File: src/rtl/updown_ctrl.sv
// Direction controller for updown_counter: debounced button toggle plus
// optional automatic reversal at the count limits.
module updown_ctrl #(
    parameter int WIDTH       = 4,
    parameter int SYNC_STAGES = 2,
    parameter int DB_CYCLES   = 4
) (
    input  logic             clock,
    input  logic             reset,
    input  logic             btn,
    input  logic             auto_rev,
    input  logic [WIDTH-1:0] count,
    output logic             updown,
    output logic             dir_change,
    output logic             btn_level
);

    localparam int CW = (DB_CYCLES > 2) ? $clog2(DB_CYCLES) : 1;
    localparam logic [CW-1:0] DB_LAST = CW'(DB_CYCLES - 1);
    localparam logic [CW-1:0] DB_ONE  = CW'(1);
    localparam logic [WIDTH-1:0] CNT_TOP = {{(WIDTH-1){1'b1}}, 1'b0};
    localparam logic [WIDTH-1:0] CNT_BOT = WIDTH'(1);

    typedef enum logic [1:0] {
        IDLE_LO,
        CHK_HI,
        IDLE_HI,
        CHK_LO
    } db_state_t;

    typedef enum logic {
        DOWN,
        UP
    } dir_t;

    logic [SYNC_STAGES-1:0] sync_q;
    logic                   btn_s;
    db_state_t              db_state;
    logic [CW-1:0]          db_cnt;
    logic                   level_q;
    logic                   press;
    logic                   auto_req;
    dir_t                   dir;

    assign btn_s = sync_q[SYNC_STAGES-1];

    always_ff @(posedge clock or negedge reset) begin
        if (!reset) begin
            sync_q <= '0;
        end else begin
            sync_q <= {sync_q[SYNC_STAGES-2:0], btn};
        end
    end

    always_ff @(posedge clock or negedge reset) begin
        if (!reset) begin
            db_state  <= IDLE_LO;
            db_cnt    <= '0;
            btn_level <= 1'b0;
        end else begin
            unique case (db_state)
                IDLE_LO: begin
                    if (btn_s) begin
                        db_state <= CHK_HI;
                        db_cnt   <= DB_ONE;
                    end
                end
                CHK_HI: begin
                    if (!btn_s) begin
                        db_state <= IDLE_LO;
                        db_cnt   <= '0;
                    end else if (db_cnt == DB_LAST) begin
                        db_state  <= IDLE_HI;
                        db_cnt    <= '0;
                        btn_level <= 1'b1;
                    end else begin
                        db_cnt <= db_cnt + DB_ONE;
                    end
                end
                IDLE_HI: begin
                    if (!btn_s) begin
                        db_state <= CHK_LO;
                        db_cnt   <= DB_ONE;
                    end
                end
                CHK_LO: begin
                    if (btn_s) begin
                        db_state <= IDLE_HI;
                        db_cnt   <= '0;
                    end else if (db_cnt == DB_LAST) begin
                        db_state  <= IDLE_LO;
                        db_cnt    <= '0;
                        btn_level <= 1'b0;
                    end else begin
                        db_cnt <= db_cnt + DB_ONE;
                    end
                end
                default: begin
                    db_state <= IDLE_LO;
                    db_cnt   <= '0;
                end
            endcase
        end
    end

    assign press = btn_level & ~level_q;

    // Fire one count early: the counter samples updown on the edge it moves.
    assign auto_req = auto_rev &
                      (((dir == UP) && (count == CNT_TOP)) ||
                       ((dir == DOWN) && (count == CNT_BOT)));

    always_ff @(posedge clock or negedge reset) begin
        if (!reset) begin
            level_q    <= 1'b0;
            dir        <= DOWN;
            dir_change <= 1'b0;
        end else begin
            level_q <= btn_level;
            if (press || auto_req) begin
                dir        <= (dir == UP) ? DOWN : UP;
                dir_change <= 1'b1;
            end else begin
                dir_change <= 1'b0;
            end
        end
    end

    assign updown = (dir == UP);

endmodule

File: config.mk
export PLATFORM = sky130hd
export DESIGN_NAME = updown_ctrl
export DESIGN_NICKNAME = d
export VERILOG_FILES = /design/src/rtl/updown_ctrl.sv
export SDC_FILE = /design/constraint.sdc
export NUM_CORES = 1
export LEC_CHECK = 0
export BUFFER_PORTS_ARGS = -buffer_cell sky130_fd_sc_hd__buf_2
export CAP_MARGIN = 20
export CORE_AREA = 8 8 45 47
export DETAILED_ROUTE_END_ITERATION = 12
export DIE_AREA = 0 0 53 55
export PLACE_DENSITY = 0.58
export SYNTH_ARGS = -nofsm -noshare
export SYNTH_HDL_FRONTEND = slang
export SYNTH_SLANG_ARGS = --single-unit
File: constraint.sdc
create_clock -name clock -period 1.3 [get_ports clock]
set_input_delay 0.26 -clock clock [delete_from_list [all_inputs] [get_ports clock]]
set_output_delay 0.26 -clock clock [all_outputs]
set_load 0.05 [all_outputs]
## Word level (Yosys, flattened, before mapping)

Cells that the tools add are included.

- Equal/unequal tests: 14
- Multiplexer cells: 19
- Add/subtract/negate cells: 1
- Bitwise gates (word level): 4
- Reductions and logical operators: 9

Operators by type and width:

| cell | number |
|---|---|
| $mux 2 | 10 |
| $pmux 2 s4 | 2 |
| $ne 2x2->1 const B | 6 |
| $eq 2x2->1 const B | 3 |
| $mux 1 | 6 |
| $ne 3x3->1 const B | 2 |
| $reduce_and 5->1 | 1 |
| $eq 4x1->1 const B | 1 |
| $eq 4x4->1 const B | 1 |
| $reduce_and 4->1 | 1 |
| $add 2x1->2 const B | 1 |
| $and 1x1->1 | 2 |
| $eq 2x1->1 const B | 1 |
| $logic_and 1x1->1 | 2 |
| $logic_not 2->1 | 1 |
| $logic_or 1x1->1 | 2 |
| $not 1->1 | 2 |
| $pmux 1 s2 | 1 |
| $reduce_and 2->1 | 1 |
| $reduce_bool 2->1 | 1 |

- Bits of input ports: 8
- Register bits: 10
- Logic and storage cells: 54
- Output and inout bits: 3

## Longest topological paths before layout

Gate-level depths: netlist (run 1).

- Word-level depth: 6
- Gate-level depth with buffers: 4
- Gate-level depth less buffers: 4

## Worst setup path after synthesis (run 1)

OpenSTA, ideal clock, no wires.

- Path type: register -> register
- Start point: register btn_level
- End point: register dir (netlist: updown)
- Setup time: 0.151 ns
- Path slack: 0.050 ns
- Buffers on the path: 0
- Stages on the path, launching flop included: 4
- Data arrival time: 1.099 ns
- Period minus slack after synthesis: 1.250 ns
- Cells stage by stage: dfrtp_1 > nor2b_1 > a211oi_1 > a211oi_2

- Cells in the longest elaborated chain, start to end: 2

Ends and longest elaborated chain:

| what | RTL line | RTL |
|---|---|---|
| start, declared | 15 | `output logic btn_level` |
| start signal, assigned | 59 | `btn_level <= 1'b0;` |
| start signal, assigned | 75 | `btn_level <= 1'b1;` |
| start signal, assigned | 93 | `btn_level <= 1'b0;` |
| $and 1x1->1 | 106 | `assign press = btn_level & ~level_q;` |
| $logic_or 1x1->1 | 120 | `if (press \|\| auto_req) begin` |
| end signal, assigned | 121 | `dir <= (dir == UP) ? DOWN : UP;` |
| end, declared | 43 | `dir_t dir;` |

Every way passes these cells.
A chain may end at the register's enable or synchronous reset.

## Final worst setup path (run 1)

- Start point: register dir (netlist: updown)
- End point: output port updown

RTL lines:

| what | RTL line | RTL |
|---|---|---|
| end, declared | 13 | `output logic updown,` |

No word-level cell between the ends.

==> results of run 1 <==
[Yosys cell counts (all sizes together)]
| cell type | instances | area, µm² |
|---|---|---|
| a211oi | 2 | 20.0 |
| nor2b | 2 | 12.5 |
| nor4b | 1 | 23.8 |
| a211o | 1 | 10.0 |
| nor3b | 1 | 12.5 |
| o21ai | 2 | 10.0 |
| xnor2 | 1 | 8.76 |
| mux2 | 1 | 11.3 |
| nand4 | 1 | 6.26 |
| inv | 1 | 3.75 |
| o22ai | 1 | 6.26 |
| o21a | 1 | 7.51 |
| ha | 1 | 12.5 |
| a21oi | 2 | 10.0 |
| dfrtp | 10 | 250 |
| a31oi | 1 | 6.26 |
| nand2 | 3 | 11.3 |
[sequential cells by signal, indices dropped and copies added, names as in the netlist, named ones only]
register and count:
updown 1, dir_change 1, db_state 1, level_q 1, db_cnt 2, btn_level 1
sync_q 2
[where the power goes]
| group | switching, mW | internal, mW |
|---|---|---|
| combinational | 0.193 | 0.132 |
| sequential | 0.0809 | 0.398 |
| clock | 0.0908 | 0.106 |
| total | 0.364 | 0.636 |
[path summary, 6_finish.rpt]
| kind | to | slack [ns] | depth (start not counted) |
|---|---|---|---|
| min in group asynchronous | dir_change$_DFF_PN0_ | 0.40 | 2 |
| hold reg to reg | sync_q[1]$_DFF_PN0_ | 0.35 | 0 |
| max in group asynchronous | db_cnt[0]$_DFFE_PN0P_ | 0.71 | 2 |
| setup / recovery | updown | 0.1 | 1 |
| setup reg to reg | flip-flop | 0.13 | 3 |
| hold / removal | sync_q[0]$_DFF_PN0_ | 0.11 | 1 |
[layout make-up]
cell class | count | area [µm²] | area share (%)
multi-input combinational | 21 | 169 | 32.1
sequential | 10 | 250 | 47.6
timing repair buffer | 11 | 60.1 | 11.4
tap | 16 | 20.0 | 3.81
clock buffer | 3 | 22.5 | 4.29
inverter | 1 | 3.75 | 0.714
[worst register-to-register path, delay by kind of cell (launching register included)]
| family | cells | cell delay, ns |
|---|---|---|
| flip-flops | 1 | 0.39 |
| adder cells (fa/ha/maj) | 1 | 0.25 |
| multiplexers | 1 | 0.32 |
| AND/OR/NAND/NOR | 1 | 0.10 |
[kinds of logic (layout without fill, tap and decap cells)]
| kind of cell | after synthesis | in the layout | share of synthesized area, % |
|---|---|---|---|
| multiplexers | 1 | 1 | 2.66 |
| AO/OA/AOI/OAI | 10 | 10 | 16.6 |
| XOR/XNOR | 1 | 1 | 2.07 |
| buffers and inverters | 1 | 15 | 0.887 |
| AND/OR/NAND/NOR | 8 | 8 | 15.7 |
| adder cells (fa/ha/maj) | 1 | 1 | 2.96 |
| flip-flops | 10 | 10 | 59.2 |
[stage by stage]
step / util (%) / instances
2_1_floorplan: - / 32
4_1_cts: 38.0 / 62
5_1_grt: 38.0 / 62
6_report: 38.0 / 62
3_3_place_gp: 35.6 / 58
3_5_place_dp: 35.6 / 58
[routing by layer]
metal	vias up	routed length, µm
met2	11	297
met1	139	351
met3	0	112
met5	-	0
met4	0	0
li1	149	-
[cell usage in the layout, fill, tap and decap left out, types with 2 or more instances in the layout]
cell type / netlist / layout
nand2_1: 3 / 3
dfrtp_1: 10 / 10
clkbuf_4: 0 / 3
nor2b_1: 2 / 2
buf_2: 0 / 10
a21oi_1: 2 / 2
o21ai_0: 2 / 2
==> results.toml, run 1 <==
[placed_design]
post_dp_cell_area_um2 = 493
port_buffers = 10
place.gp.congestion = 0.703
post-place-ws_ns = 0.139
hpwl_um = 587

[synth]
mappedNetlistNets = 41
number_of_flip_flops_and_latches_in_the_synthesized_netlist = 10
ys_seq_area_share_pct = 59.2
yosys_warnings = 0
netlist-cell-type-count = 18
netlist_instances = 32
synth.avg_cell_area_um2 = 13.2
synthesis.area_um2 = 423

[timing]
setup_tns_ns = 0
grt_setup_unrepaired = "false"
final_worst_clock_skew_ns = 0.00116
post-route-min-period_ns = 1.20
timing.final.max_slew_violations = 0
final_hold_viol_count = 0
fmaxAchievable_ghz = 0.831
worst_pin_slew_ns = 0.337
hold_ws_ns = 0.112
slew_headroom_pct = 77.3
final.setup.worst_slack_ns = 0.0965
fin_crit_sh_pct = 92.6
report.final.setup_viol = 0

[floorplanning]
row_count = 14
dieArea_um2 = 2920
top_level_ports = 11
floorplan.initialDensity_pct = 30.6
chipWidth_um = 53
core_area_um2 = 1380
die_height_um = 55

[final_layout]
final_area_um2 = 526
final_nets = 57
areaGrowthSynthToFinish_pct = 24.3
ant_diodes = 0
final_layout_size_suffix_gt1_share_pct = 39.1
final.fill_count = 142

[worst_setup_path]
r2r_start = "db_cnt[0]$_DFFE_PN0P_"
critPathKind = "flip-flop to output port"
cpMaxStageDelayCell = "dfrtp_1"
cp-end-kind = "output port"
data_arrival_time_at_the_worst_slack_endpoint_ns = 0.94
critical_path.top_delay_family = "flip-flops"
critical_path.cell_chain = "buf_2"
critical_path.startpoint = "updown$_DFFE_PN0P_"
worst_ep_required_time_ns = 1.04
worstPathBufferInverterCount = 1
largest_stage_delay_on_the_critical_path_ns = 0.40
worst_setup_path_start_kind = "flip-flop"
worstPathMaxFanout = 5

[clocking]
htreeDepth = 1
hold_buffers = 1
post_cts.resized_instances = 0
clkTransAtPathRegs_ns = 0.06
tritoncts = "yes"
root_buffer = "clkbuf_4"
clkLatencyLatePin_ns = 0.25
numCtsBuffers = 3
ctsLongestPathBuffers = 2
numClockSinks = 10
post_cts_buffers = 0

[global_route]
met2_usage_pct = 8.98
largest_net_degree_at_the_start_of_global_routing = 11
grt_pass1_vias = 304
total_overflow_reported_by_the_global_router = 0
grt_antenna_before_repair = 0
global_route.usage.total_pct = 6.28
global_route.usage.met1_pct = 6.85
globalRoute.busiestLayer = "met2"
global_route.usage.met3_pct = 4.01
global_route_wire_length_before_repair_um = 1300

[drt]
detail_route.iter0.violations = 2
detail_route.wl_per_cell_um = 12.3
routed-via-count = 299
wirelength_um = 761
antenna_violating_nets_post_route = 0
first_pass_iters = 2
drc = 0
routed_via_density = 4.82

[flow_run]
cap_violations = 0

[power_and_ir_drop]
areal_power_density_over_the_cells_nw_per_um2 = 1900
peakVddDrop_mv = 0.635
leakagePower_nw = 0.235
total_power_mw = 1.00

[status]
status = "finished clean"

[min_path]
min_from = "btn"
holdCritPathClass = "input port to flip-flop"
(Power assumes the default switching activity.)
==> run 2, diff against run 1 <==
ABC_AREA = 1   (was default)
==> run 2 against run 1 <==
  * Combinational power grew 52%
  * Flip-flop and latch count is the same
  * Global-route usage shrank 0.71 points
  * Sequential share of layout area shrank 0.67 points
  * Design area grew 1.4%
  * Largest power group unchanged
  * Critical path depth is the same
  * Core utilization grew 0.54 points
  * Highest routed layer is now met4
==> results.toml, run 2 <==
[status]
status = "finished clean"

[worst_setup_path]
worstPathMaxFanout = 4
worst_setup_path_start_kind = "flip-flop"
critPathKind = "flip-flop to output port"
ff2ff_setup_slack_ns = 0.28
worst_ep_required_time_ns = 1.04
critical_path.cell_chain = "buf_2"
critical_path.top_delay_family = "flip-flops"
cpMaxStageDelayCell = "dfrtp_1"
data_arrival_time_at_the_worst_slack_endpoint_ns = 0.91
worstPathBufferInverterCount = 1
r2r_start = "db_cnt[0]$_DFFE_PN0P_"
cp-end-kind = "output port"
largest_stage_delay_on_the_critical_path_ns = 0.38
r2r.worst_path.cells = 5

[placed_design]
port_buffers = 10
hpwl_um = 547
post_dp_cell_area_um2 = 500
place.gp.congestion = 0.764

[timing]
grt_setup_unrepaired = "false"
slew_headroom_pct = 83.5
worst_pin_slew_ns = 0.250
final_worst_clock_skew_ns = 0.00151
timing.final.max_slew_violations = 0
fmaxAchievable_ghz = 0.852
setup_tns_ns = 0
hold_ws_ns = 0.111
fin_crit_sh_pct = 90.3
report.final.setup_viol = 0
final_hold_viol_count = 0
post-route-min-period_ns = 1.17

[final_layout]
final_nets = 72
largestRegisters = "db_cnt x2, sync_q x2"
final.fill_count = 138
seq_area_um2 = 250
multi_input_comb_area_um2 = 143
ant_diodes = 0
final_layout_size_suffix_gt1_share_pct = 29.5
final_area_um2 = 533
mostFrequentLayoutCells = "nand2_1 (10), dfrtp_1 (10), buf_2 (10), inv_1 (9), nand3_1 (4)"
areaGrowthSynthToFinish_pct = 23.8

[synth]
yosys_warnings = 0
yosys_most_used_dff = "dfrtp_1"
synthesized_area_fraction_occupied_by_and_or_nand_nor_cells_pct = 21.5
ys_seq_area_share_pct = 58.1
synth_top_cells_by_count = "dfrtp_1 (10), nand2_1 (10), inv_1 (9)"
top_cells_by_area_synth = "dfrtp_1 (58%), nand2_1 (8.7%), inv_1 (7.8%)"
synthesis.area_um2 = 430
synth_compound_area_share_pct = 8.72
netlist-cell-type-count = 12
netlist_instances = 47
synth_async_sr_flop_share_pct = 100
synth_mux_area_share_pct = 0
synthXorXnorAreaFrac_pct = 0
yosys.area.top_type_share_pct = 58.1
synth_adder_area_share_pct = 2.91
largest_area_contributor_in_the_synthesized_netlist = "dfrtp_1"
mappedNetlistNets = 56
number_of_flip_flops_and_latches_in_the_synthesized_netlist = 10
synth_enable_flop_cells = 0
synth.avg_cell_area_um2 = 9.16
largest_family_of_logic_cells_by_synthesized_area = "simple AND/OR/NAND/NOR gates"

[min_path]
holdPathStages = 1
holdCritPathClass = "input port to flip-flop"
min_from = "btn"
worst_hold_path.endpoint = "sync_q[0]$_DFF_PN0_"

[clocking]
ctsLongestPathBuffers = 2
tritoncts = "yes"
htreeDepth = 1
root_buffer = "clkbuf_4"
clkLatencyLatePin_ns = 0.25
clkTransAtPathRegs_ns = 0.06
numCtsBuffers = 3
numClockSinks = 10

[global_route]
total_overflow_reported_by_the_global_router = 0
largest_net_degree_at_the_start_of_global_routing = 11
global_route.usage.total_pct = 5.57
grt_antenna_before_repair = 0
global_route_wire_length_before_repair_um = 1100
grt_pass1_vias = 276

[drt]
wirelength_um = 670
first_pass_iters = 4
detail_route.wl_per_cell_um = 8.70
routed-via-count = 326
drc = 0
antenna_violating_nets_post_route = 0
routed_via_density = 4.23
detail_route.iter0.violations = 5

[floorplanning]
chipWidth_um = 53
die_height_um = 55
dieArea_um2 = 2920
floorplan.initialDensity_pct = 31.1
row_count = 14
core_area_um2 = 1380
top_level_ports = 11

[power_and_ir_drop]
areal_power_density_over_the_cells_nw_per_um2 = 2270
peakVddDrop_mv = 0.968
leakagePower_nw = 0.295
total_power_mw = 1.21

[flow_run]
cap_violations = 0
==> run 2: how the worst max path moves through the flow <==
stage	end	slack (ns)	startpoint	cells after the start
floorplan	updown$_DFFE_PN0P_	0.17	updown$_DFFE_PN0P_	5
global placement	flip-flop	0.29	db_cnt[0]$_DFFE_PN0P_	5
detailed placement	flip-flop	0.29	db_cnt[0]$_DFFE_PN0P_	5
CTS	btn_level	0.11	btn_level$_DFFE_PN0P_	1
global route	btn_level	0.07	btn_level$_DFFE_PN0P_	1
finish	btn_level	0.13	btn_level$_DFFE_PN0P_	1
==> run 2: area by class of cell <==
class | instances | share of cell area, %
Timing Repair Buffer | 11 | 11.3
Sequential cell | 10 | 46.9
Inverter | 10 | 7.04
Clock buffer | 3 | 4.23
Multi-Input combinational cell | 27 | 26.8
Tap cell | 16 | 3.76
==> run 2: through the flow <==
| stage | utilization [%] | setup WS (ns) | instances |
|---|---|---|---|
| finish | 38.5 | 0.126 | 77 |
| global route | 38.5 | 0.0734 | 77 |
| floorplan | - | 0.171 | 47 |
| detailed placement | 36.2 | 0.292 | 73 |
| CTS | 38.5 | 0.110 | 77 |
| global placement | 36.2 | 0.291 | 73 |
==> run 2: logic make-up after synthesis <==
kind of cell,after synthesis
simple gates,20
fa+ha+maj,1
buf+inv,10
flops,10
compound gates,6
==> run 2: metal layers <==
layer | track usage, % | wire length, µm | part of all wire (%) | up-vias
met5 | 0 | 0 | 0 | -
met4 | 3.88 | 4 | 0.60 | 0
met3 | 5.61 | 94 | 14 | 2
met2 | 6.84 | 295 | 44 | 9
met1 | 5.62 | 276 | 41 | 139
li1 | - | - | - | 176
==> run 2: where the power goes <==
| part | total (mW) | switching (mW) | leakage (nW) | internal [mW] |
|---|---|---|---|---|
| sequential | 0.520 | 0.0838 | 0.122 | 0.436 |
| combinational | 0.495 | 0.342 | 0.159 | 0.154 |
| clock | 0.193 | 0.0872 | 0.0138 | 0.106 |
==> run 2: what timing repair did <==
action                                 4_1_cts  5_1_grt
resized for setup                            0        0
endpoints found under the hold margin       10        0
hold buffers                                 1        0
buffers inserted                             0        0
==> run 3, diff against run 2 <==
ABC_AREA = 0   (was 1)
SKIP_CTS_REPAIR_TIMING = 1   (was default)
==> run 3 against run 2 <==
  * Fmax decreased by 2.4%
  * Critical path depth is the same
  * Routed wire length grew 14%
  * Register-to-register slack worse by 0.15 ns
  * Critical endpoint is now updown
  * Sequential power decreased by 7.9%
  * Clock power grew 2%
  * Setup slack lost 0.029 ns
  * Non-clock buffer count unchanged
  * Via count decreased by 8.3%
  * Combinational power is 34% lower
==> results.toml, run 3 (same netlist as run 1, synthesis figures left out) <==
[placed_design]
post_dp_cell_area_um2 = 493
port_buffers = 10
post-place-ws_ns = 0.139
place.gp.congestion = 0.703
hpwl_um = 587

[status]
status = "finished clean"

[drt]
antenna_violating_nets_post_route = 0
detail_route.iter0.violations = 2
first_pass_iters = 2
detail_route.wl_per_cell_um = 12.3
routed_via_density = 4.82
drc = 0
wirelength_um = 764
routed-via-count = 299

[flow_run]
cap_violations = 0

[power_and_ir_drop]
peakVddDrop_mv = 0.635
areal_power_density_over_the_cells_nw_per_um2 = 1910
total_power_mw = 1.00
leakagePower_nw = 0.235

[worst_setup_path]
cpMaxStageDelayCell = "dfrtp_1"
worst_setup_path_start_kind = "flip-flop"
critPathKind = "flip-flop to output port"
critical_path.cell_chain = "buf_2"
worst_ep_required_time_ns = 1.04
critical_path.top_delay_family = "flip-flops"
largest_stage_delay_on_the_critical_path_ns = 0.40
worstPathMaxFanout = 5
worstPathBufferInverterCount = 1
data_arrival_time_at_the_worst_slack_endpoint_ns = 0.94
cp-end-kind = "output port"
ff2ff_setup_slack_ns = 0.13

[floorplanning]
top_level_ports = 11
dieArea_um2 = 2920
die_height_um = 55
chipWidth_um = 53
row_count = 14
core_area_um2 = 1380
floorplan.initialDensity_pct = 30.6

[timing]
slew_headroom_pct = 77.3
report.final.setup_viol = 0
fin_crit_sh_pct = 92.6
final_worst_clock_skew_ns = 0.00116
hold_ws_ns = 0.112
fmaxAchievable_ghz = 0.831
timing.final.max_slew_violations = 0
worst_pin_slew_ns = 0.337
final_hold_viol_count = 0
setup_tns_ns = 0
post-route-min-period_ns = 1.20
final.setup.worst_slack_ns = 0.0965
grt_setup_unrepaired = "false"

[min_path]
holdCritPathClass = "input port to flip-flop"

[final_layout]
mostFrequentLayoutCells = "dfrtp_1 (10), buf_2 (10), nand2_1 (3), clkbuf_4 (3)"
largestRegisters = "db_cnt x2, sync_q x2"
final_layout_size_suffix_gt1_share_pct = 39.1
final_nets = 57
final_area_um2 = 526
ant_diodes = 0
areaGrowthSynthToFinish_pct = 24.3

[clocking]
numCtsBuffers = 3
tritoncts = "yes"
root_buffer = "clkbuf_4"
clkTransAtPathRegs_ns = 0.06
htreeDepth = 1
numClockSinks = 10
ctsLongestPathBuffers = 2
clkLatencyLatePin_ns = 0.25

[global_route]
global_route.usage.total_pct = 6.17
total_overflow_reported_by_the_global_router = 0
grt_antenna_before_repair = 0
grt_pass1_vias = 303
largest_net_degree_at_the_start_of_global_routing = 11
global_route_wire_length_before_repair_um = 1280
run 3: cell count changes in the layout (fill, tap and decap cells not counted), moves of 3 or more:
cell     delta
inv_1       -8
nand2_1     -7
nand3_1     -4
nor2_1      -3
o21ai_1     -3
run 3: area by class of cell:
type                       instances  area [µm²]
fill                             142         858
sequential                        10         250
multi-input combinational         21         169
timing repair buffer              11        60.1
clock buffer                       3        22.5
tap                               16        20.0
inverter                           1        3.75
run 3: worst paths after layout:
kind                                        from                     to  depth (start not counted)
min in group asynchronous                  reset   dir_change$_DFF_PN0_                          2
hold / removal                               btn    sync_q[0]$_DFF_PN0_                          1
setup / recovery              updown$_DFFE_PN0P_                 updown                          1
hold reg to reg              sync_q[0]$_DFF_PN0_    sync_q[1]$_DFF_PN0_                          0
setup reg to reg           db_cnt[0]$_DFFE_PN0P_              flip-flop                          3
max in group asynchronous                  reset  db_cnt[0]$_DFFE_PN0P_                          2
run 3: layer usage:
| metal | global-route usage (%) | vias up | wire [µm] |
|---|---|---|---|
| met4 | 3.88 | 0 | 0 |
| li1 | - | 149 | - |
| met1 | 6.39 | 139 | 352 |
| met2 | 9.18 | 11 | 298 |
| met3 | 4.01 | 0 | 112 |
| met5 | 0 | - | 0 |
run 3: metrics by stage:
stage | utilization (%) | instances
floorplan | - | 32
global placement | 35.6 | 58
detailed placement | 35.6 | 58
CTS | 37.3 | 61
global route | 38.0 | 62
finish | 38.0 | 62
run 3: report_power, final:
part	switching, mW	internal (mW)
Combinational	0.193	0.132
Clock	0.0908	0.106
Sequential	0.0812	0.398
